**config.mk**
```make
export PLATFORM = sky130hd
export DESIGN_NAME = pipeline_controller
export DESIGN_NICKNAME = d
export VERILOG_FILES = /design/src/rtl/pipeline_controller_pkg.sv /design/src/rtl/pipeline_controller_hazard_detector.sv /design/src/rtl/pipeline_controller.sv
export SDC_FILE = /design/constraint.sdc
export NUM_CORES = 1
export LEC_CHECK = 0
export BUFFER_PORTS_ARGS = -buffer_cell sky130_fd_sc_hd__buf_2
export CAP_MARGIN = 20
export CORE_AREA = 2 2 54 94
export CTS_BUF_LIST = sky130_fd_sc_hd__clkbuf_16
export DETAILED_ROUTE_END_ITERATION = 8
export DIE_AREA = 0 0 56 96
export PLACE_DENSITY = 0.77
export RECOVER_POWER = 100
export SLEW_MARGIN = 20
export SYNTH_ARGS = -nofsm -noshare
export SYNTH_HDL_FRONTEND = slang
export SYNTH_SLANG_ARGS = --single-unit
```
**constraint.sdc**
```tcl
create_clock -name CLK -period 2.9 [get_ports CLK]
set_input_delay 0.58 -clock CLK [delete_from_list [all_inputs] [get_ports CLK]]
set_output_delay 0.58 -clock CLK [all_outputs]
set_load 0.01 [all_outputs]
```
**src/rtl/pipeline_controller_pkg.sv**
```systemverilog
// Shared definitions for the pipeline hazard / memory-wait controller.
//   mem_ctrl_state_t   : memory controller FSM states
//   RESULT_SRC_MEM     : result-source encoding that marks a load in Execute
//   MEM_TIMEOUT_CYCLES : memory wait cycles before an access is abandoned
//   sat_inc32          : saturating 32-bit increment used by the stall counter
package pipeline_controller_pkg;

  typedef enum logic [0:0] {
    IDLE     = 1'b0,
    MEM_WAIT = 1'b1
  } mem_ctrl_state_t;

  localparam logic [1:0] RESULT_SRC_MEM     = 2'b01;
  localparam int         MEM_TIMEOUT_CYCLES = 256;
  localparam int         WAIT_CNT_W         = $clog2(MEM_TIMEOUT_CYCLES);

  // Last wait-counter value before the access is given up on.
  localparam logic [WAIT_CNT_W-1:0] WAIT_CNT_LAST = WAIT_CNT_W'(MEM_TIMEOUT_CYCLES - 1);
  localparam logic [WAIT_CNT_W-1:0] WAIT_CNT_ONE  = WAIT_CNT_W'(1);
  localparam logic [WAIT_CNT_W-1:0] WAIT_CNT_ZERO = WAIT_CNT_W'(0);

  function automatic logic [31:0] sat_inc32(input logic [31:0] value);
    logic [31:0] result;
    if (value == 32'hFFFF_FFFF) begin
      result = value;
    end else begin
      result = value + 32'd1;
    end
    return result;
  endfunction

endpackage

```
**src/rtl/pipeline_controller_hazard_detector.sv**
```systemverilog
// hazard_detector: combinational load-use and taken-branch detection.
// Ports:
//   RS1_D, RS2_D      in  source registers of the instruction in Decode
//   RD_E              in  destination register of the instruction in Execute
//   Result_Src_Sel_E  in  result source in Execute (RESULT_SRC_MEM = load)
//   PC_Src_Sel_E      in  branch/jump taken in Execute
//   load_use_s        out load in Execute feeds a source operand in Decode
//   branch_s          out taken branch/jump in Execute
module hazard_detector
  import pipeline_controller_pkg::*;
(
  input  logic [4:0] RS1_D,
  input  logic [4:0] RS2_D,
  input  logic [4:0] RD_E,
  input  logic [1:0] Result_Src_Sel_E,
  input  logic       PC_Src_Sel_E,
  output logic       load_use_s,
  output logic       branch_s
);

  // Hazard decode; x0 is never a real dependency.
  always_comb begin
    load_use_s = 1'b0;
    branch_s   = PC_Src_Sel_E;
    if ((Result_Src_Sel_E == RESULT_SRC_MEM) && (RD_E != 5'd0) &&
        ((RD_E == RS1_D) || (RD_E == RS2_D))) begin
      load_use_s = 1'b1;
    end else begin
      load_use_s = 1'b0;
    end
  end

endmodule

```
**src/rtl/pipeline_controller.sv**
```systemverilog
// pipeline_controller: stall/flush generation for a 5-stage pipeline with a
// variable-latency data memory.
// Ports:
//   CLK, RST                    clock and synchronous active-high reset
//   RS1_D, RS2_D, RD_E          register ids for load-use detection
//   Result_Src_Sel_E            result source in Execute
//   PC_Src_Sel_E                branch/jump taken in Execute
//   MEM_Req_M, MEM_Ready        memory access active / completing
//   Stall_F/D/E/M               hold PC, IF/ID, ID/EX, EX/MEM
//   Flush_D/E/W                 bubble into IF/ID, ID/EX, MEM/WB
//   MEM_Timeout                 one-cycle pulse after an abandoned wait
//   Stall_Count                 saturating count of memory-stalled cycles
module pipeline_controller
  import pipeline_controller_pkg::*;
(
  input  logic        CLK,
  input  logic        RST,
  input  logic [4:0]  RS1_D,
  input  logic [4:0]  RS2_D,
  input  logic [4:0]  RD_E,
  input  logic [1:0]  Result_Src_Sel_E,
  input  logic        PC_Src_Sel_E,
  input  logic        MEM_Req_M,
  input  logic        MEM_Ready,
  output logic        Stall_F,
  output logic        Stall_D,
  output logic        Stall_E,
  output logic        Stall_M,
  output logic        Flush_D,
  output logic        Flush_E,
  output logic        Flush_W,
  output logic        MEM_Timeout,
  output logic [31:0] Stall_Count
);

  mem_ctrl_state_t       state_r;
  mem_ctrl_state_t       state_nxt_s;
  logic [WAIT_CNT_W-1:0] wait_cnt_r;
  logic [31:0]           stall_count_r;
  logic                  mem_timeout_r;
  logic                  timeout_s;
  logic                  mem_stall_s;
  logic                  load_use_s;
  logic                  branch_s;

  hazard_detector u_hazard_detector (
    .RS1_D            (RS1_D),
    .RS2_D            (RS2_D),
    .RD_E             (RD_E),
    .Result_Src_Sel_E (Result_Src_Sel_E),
    .PC_Src_Sel_E     (PC_Src_Sel_E),
    .load_use_s       (load_use_s),
    .branch_s         (branch_s)
  );

  // Memory FSM next state, stall condition and timeout detection.
  always_comb begin
    state_nxt_s = state_r;
    timeout_s   = 1'b0;
    mem_stall_s = 1'b0;
    case (state_r)
      IDLE: begin
        // A zero-wait access (ready with the request) never leaves IDLE.
        if (MEM_Req_M && !MEM_Ready) begin
          state_nxt_s = MEM_WAIT;
          mem_stall_s = 1'b1;
        end else begin
          state_nxt_s = IDLE;
        end
      end
      MEM_WAIT: begin
        if (MEM_Ready) begin
          state_nxt_s = IDLE;
        end else if (wait_cnt_r == WAIT_CNT_LAST) begin
          // Give up: release the pipeline this cycle, pulse next cycle.
          state_nxt_s = IDLE;
          timeout_s   = 1'b1;
        end else begin
          state_nxt_s = MEM_WAIT;
          mem_stall_s = 1'b1;
        end
      end
      default: begin
        state_nxt_s = IDLE;
      end
    endcase
  end

  // Stall/flush priority: reset, memory stall, branch, load-use.
  // A branch frozen in Execute during a memory stall is still presented on
  // PC_Src_Sel_E, so its flush appears naturally on the release cycle.
  always_comb begin
    Stall_F = 1'b0;
    Stall_D = 1'b0;
    Stall_E = 1'b0;
    Stall_M = 1'b0;
    Flush_D = 1'b0;
    Flush_E = 1'b0;
    Flush_W = 1'b0;
    if (RST) begin
      Stall_F = 1'b0;
    end else if (mem_stall_s) begin
      Stall_F = 1'b1;
      Stall_D = 1'b1;
      Stall_E = 1'b1;
      Stall_M = 1'b1;
      Flush_W = 1'b1;
    end else if (branch_s) begin
      Flush_D = 1'b1;
      Flush_E = 1'b1;
    end else if (load_use_s) begin
      Stall_F = 1'b1;
      Stall_D = 1'b1;
      Flush_E = 1'b1;
    end else begin
      Stall_F = 1'b0;
    end
  end

  // State, wait counter, stall counter and timeout pulse registers.
  always_ff @(posedge CLK) begin
    if (RST) begin
      state_r       <= IDLE;
      wait_cnt_r    <= WAIT_CNT_ZERO;
      stall_count_r <= 32'd0;
      mem_timeout_r <= 1'b0;
    end else begin
      state_r       <= state_nxt_s;
      mem_timeout_r <= timeout_s;
      // Every entry to MEM_WAIT comes from IDLE, so clearing here clears on entry.
      if (state_r == IDLE) begin
        wait_cnt_r <= WAIT_CNT_ZERO;
      end else begin
        wait_cnt_r <= wait_cnt_r + WAIT_CNT_ONE;
      end
      if (mem_stall_s) begin
        stall_count_r <= sat_inc32(stall_count_r);
      end else begin
        stall_count_r <= stall_count_r;
      end
    end
  end

  assign MEM_Timeout = mem_timeout_r;
  assign Stall_Count = stall_count_r;

endmodule

```
==> key figures <==
Worst setup path
  • Cell depth of the worst flop-to-flop path: 7
  • CP Capture Type: register
  • Critical Path Max Stage Delay: 620 ps
  • Top delay family on crit path: simple AND/OR/NAND/NOR gates
  • Worst EP arrival: 2840 ps
  • WS Path Type: reg2reg
  • Crit path buffers/inverters: 1
  • Critical Path RT: 3080 ps
  • Worst Path Max Fanout: 12
  • CP Launch Type: register
  • CP cell instances: ha_1 > nand4_1 > or4_1 > nor3_1 > buf_4 > nor4_1 > o21ba_2
  • CP Depth: 7
  • CP max-delay cell: nor3_1

GRT
  • Largest net degree at the start of global routing: 26
  • Number of global-route vias before repair: 2101
  • First-pass GRT wire length: 8760 µm
  • Initial antenna violation count: 0
  • GRT Total Usage: 20.4%
  • Gr ovfl total: 0

Routing
  • Avg WL per Cell: 14.5 µm
  • Length of the first detailed-routing pass in iterations: 4
  • Final wirelength: 5590 µm
  • Vias: 2294
  • Starting DRC count in detailed routing: 25
  • Vias per inst: 5.93
  • DR DRC count: 0
  • Routed Antenna Nets: 0

STA
  • Max Fclk: 376 MHz
  • Tightest Pin Transition: 735 ps
  • Fin crit period: 2660 ps
  • Hold WS: 464 ps
  • Setup TNS Final: 0 ps
  • Max-slew violations: 0
  • Max Clock Skew: 5.22 ps
  • RSZ-0062 raised after global routing: false
  • Setup violations, final: 0
  • Hold Violations, Final: 0
  • Setup ws final: 241 ps
  • Final period util: 91.7%
  • Slew margin rel.: 51.0%

Layout
  • Synthesis-to-layout area growth: 17.5%
  • Ant diodes: 0
  • Fillcell total: 455
  • Nets: 358
  • Share of layout cells above drive strength 1: 11.9%

Clocking
  • Worst-Skew Late Latency: 280 ps
  • Cts repair resizes: 0
  • Post-CTS setup repair buffer count: 0
  • Hold buffer count at cts: 0
  • Clock buffer depth: 2
  • CTS tree: built
  • Clock Tree Root: clkbuf_16
  • Worst-path clk slew: 60 ps
  • Clk sinks: 42
  • CTS H-tree depth: 2
  • TritonCTS Buffers: 5

Die
  • I/O pin total: 62
  • Die Wd: 56 µm
  • Die ar.: 0.00538 mm²
  • Number of placement rows: 33
  • Die Y-Extent: 96 µm
  • Initial core utilization: 49.9%
  • Core footprint: 0.00462 mm²

Min path
  • Hold WC Path Type: in2reg
  • Hold path depth: 2

Run
  • Max-cap violations: 0

Yosys
  • Flip-flop and latch count after synthesis: 42
  • Gate Count Post-Synth: 274
  • Fraction of registers with async set/reset: 0%
  • Synth Net Count: 298
  • Yosys warns: 0
  • Post-synth EDFFs: 0
  • Main synth FF type: dfxtp_1
  • Post-Synthesis Cell Area: 0.00231 mm²
  • Netlist cell types: 39
  • Avg Cell Area, Syn: 8.43 µm²
  • Register area share after synthesis: 36.4%

Pwr
  • PD cells: 474 mW/mm²
  • Worst VDD drop: 0.499 mV
  • P_leak: 0.903 nW

Placed design
  • DP HPWL: 4220 µm
  • Count of port buffers added during placement: 61
  • DP Worst Slack: 495 ps
  • Routability cong.: 0.788

Run status
  • Run status: finished, final reports clean
## metal layers
| metal | global-route usage (%) | part of all wire [%] |
|---|---|---|
| met5 | 0 | 0 |
| met4 | 13.1 | 3.5 |
| met3 | 2.69 | 3.7 |
| met2 | 40.5 | 55 |
| met1 | 19.1 | 38 |
## final cells by class
class                           count  area, µm²  area share [%]
Inverter                            6       22.5           0.830
Sequential cell                    42        841            31.0
Timing Repair Buffer               66        284            10.5
Clock inverter                      3       37.5            1.38
Multi-Input combinational cell    213       1340            49.3
Tap cell                           52       65.1            2.40
Clock buffer                        5        125            4.61
## worst paths after layout
kind	from	slack, ps	endpoint
worst max-delay path	Stall_Count[0]	240	Stall_Count[19]
worst min-delay path	MEM_Ready	460	MEM_Timeout
worst max register to register	Stall_Count[0]	240	Stall_Count[19]
worst min register to register	wait_cnt_r[0]	480	wait_cnt_r[0]
## synth_stat cells (7+ instances only)
cell type	instances	share of area, %
dfxtp_1	42	36
nor2_1	24	3.9
a21oi_1	22	4.8
nand3_1	17	3.7
nand2_1	15	2.4
or3_1	14	3.8
xor2_1	14	5.3
nand4_1	13	3.5
o21ai_0	13	2.8
nor4_1	11	3.0
or4_1	9	2.9
o31ai_1	8	2.6
clkbuf_1	7	1.1
## power breakdown
group / leakage, nW / switching [mW] / total, mW / internal [mW]
clock: 0.0864 / 0.220 / 0.620 / 0.400
sequential: 0.339 / 0.00246 / 0.583 / 0.580
combinational: 0.478 / 0.0510 / 0.0844 / 0.0334
total: 0.903 / 0.273 / 1.29 / 1.01
## kinds of logic after synthesis
| family | count (synthesis) | share of synthesized area, % |
|---|---|---|
| AO/OA/AOI/OAI | 56 | 15.5 |
| XOR/XNOR | 20 | 7.58 |
| adder cells (fa/ha/maj) | 2 | 1.08 |
| buffers and inverters | 19 | 4.55 |
| flip-flops | 42 | 36.4 |
| multiplexers | 6 | 3.20 |
| AND/OR/NAND/NOR | 129 | 31.7 |
## sequential cells by signal, summed over array words and instances, names as in the netlist
| name | count |
|---|---|
| MEM_Timeout | 1 |
| state_r | 1 |
| Stall_Count | 32 |
| wait_cnt_r | 8 |
## per-stage QoR
step	instances	cell area (µm²)	utilization [%]	total power, mW
global placement	379	2640	57.0	0.682
detailed placement	379	2640	57.0	0.684
floorplan	274	2310	-	0.649
global route	387	2710	58.7	1.33
finish	387	2710	58.7	1.29
CTS	387	2800	60.5	1.30
## layout by cell type (no fill, tap or decap), types with 3 or more instances in the layout
master / Yosys / routed
nor2b_1: 5 / 5
a21oi_1: 22 / 22
inv_1: 6 / 8
or4_1: 9 / 10
and3_1: 5 / 5
nand4_1: 13 / 14
dfxtp_1: 42 / 42
clkbuf_1: 7 / 41
and4_1: 6 / 6
nor4_1: 11 / 11
nor3_1: 3 / 4
clkbuf_16: 0 / 5
mux2_2: 3 / 4
or3_1: 14 / 14
and2_1: 3 / 3
o31ai_1: 8 / 8
nand2_1: 15 / 15
xor2_1: 14 / 14
o21ai_0: 13 / 13
nor2_1: 24 / 24
nand3_1: 17 / 17
xnor2_1: 6 / 6
buf_2: 0 / 22
(Power assumes the default switching activity.)
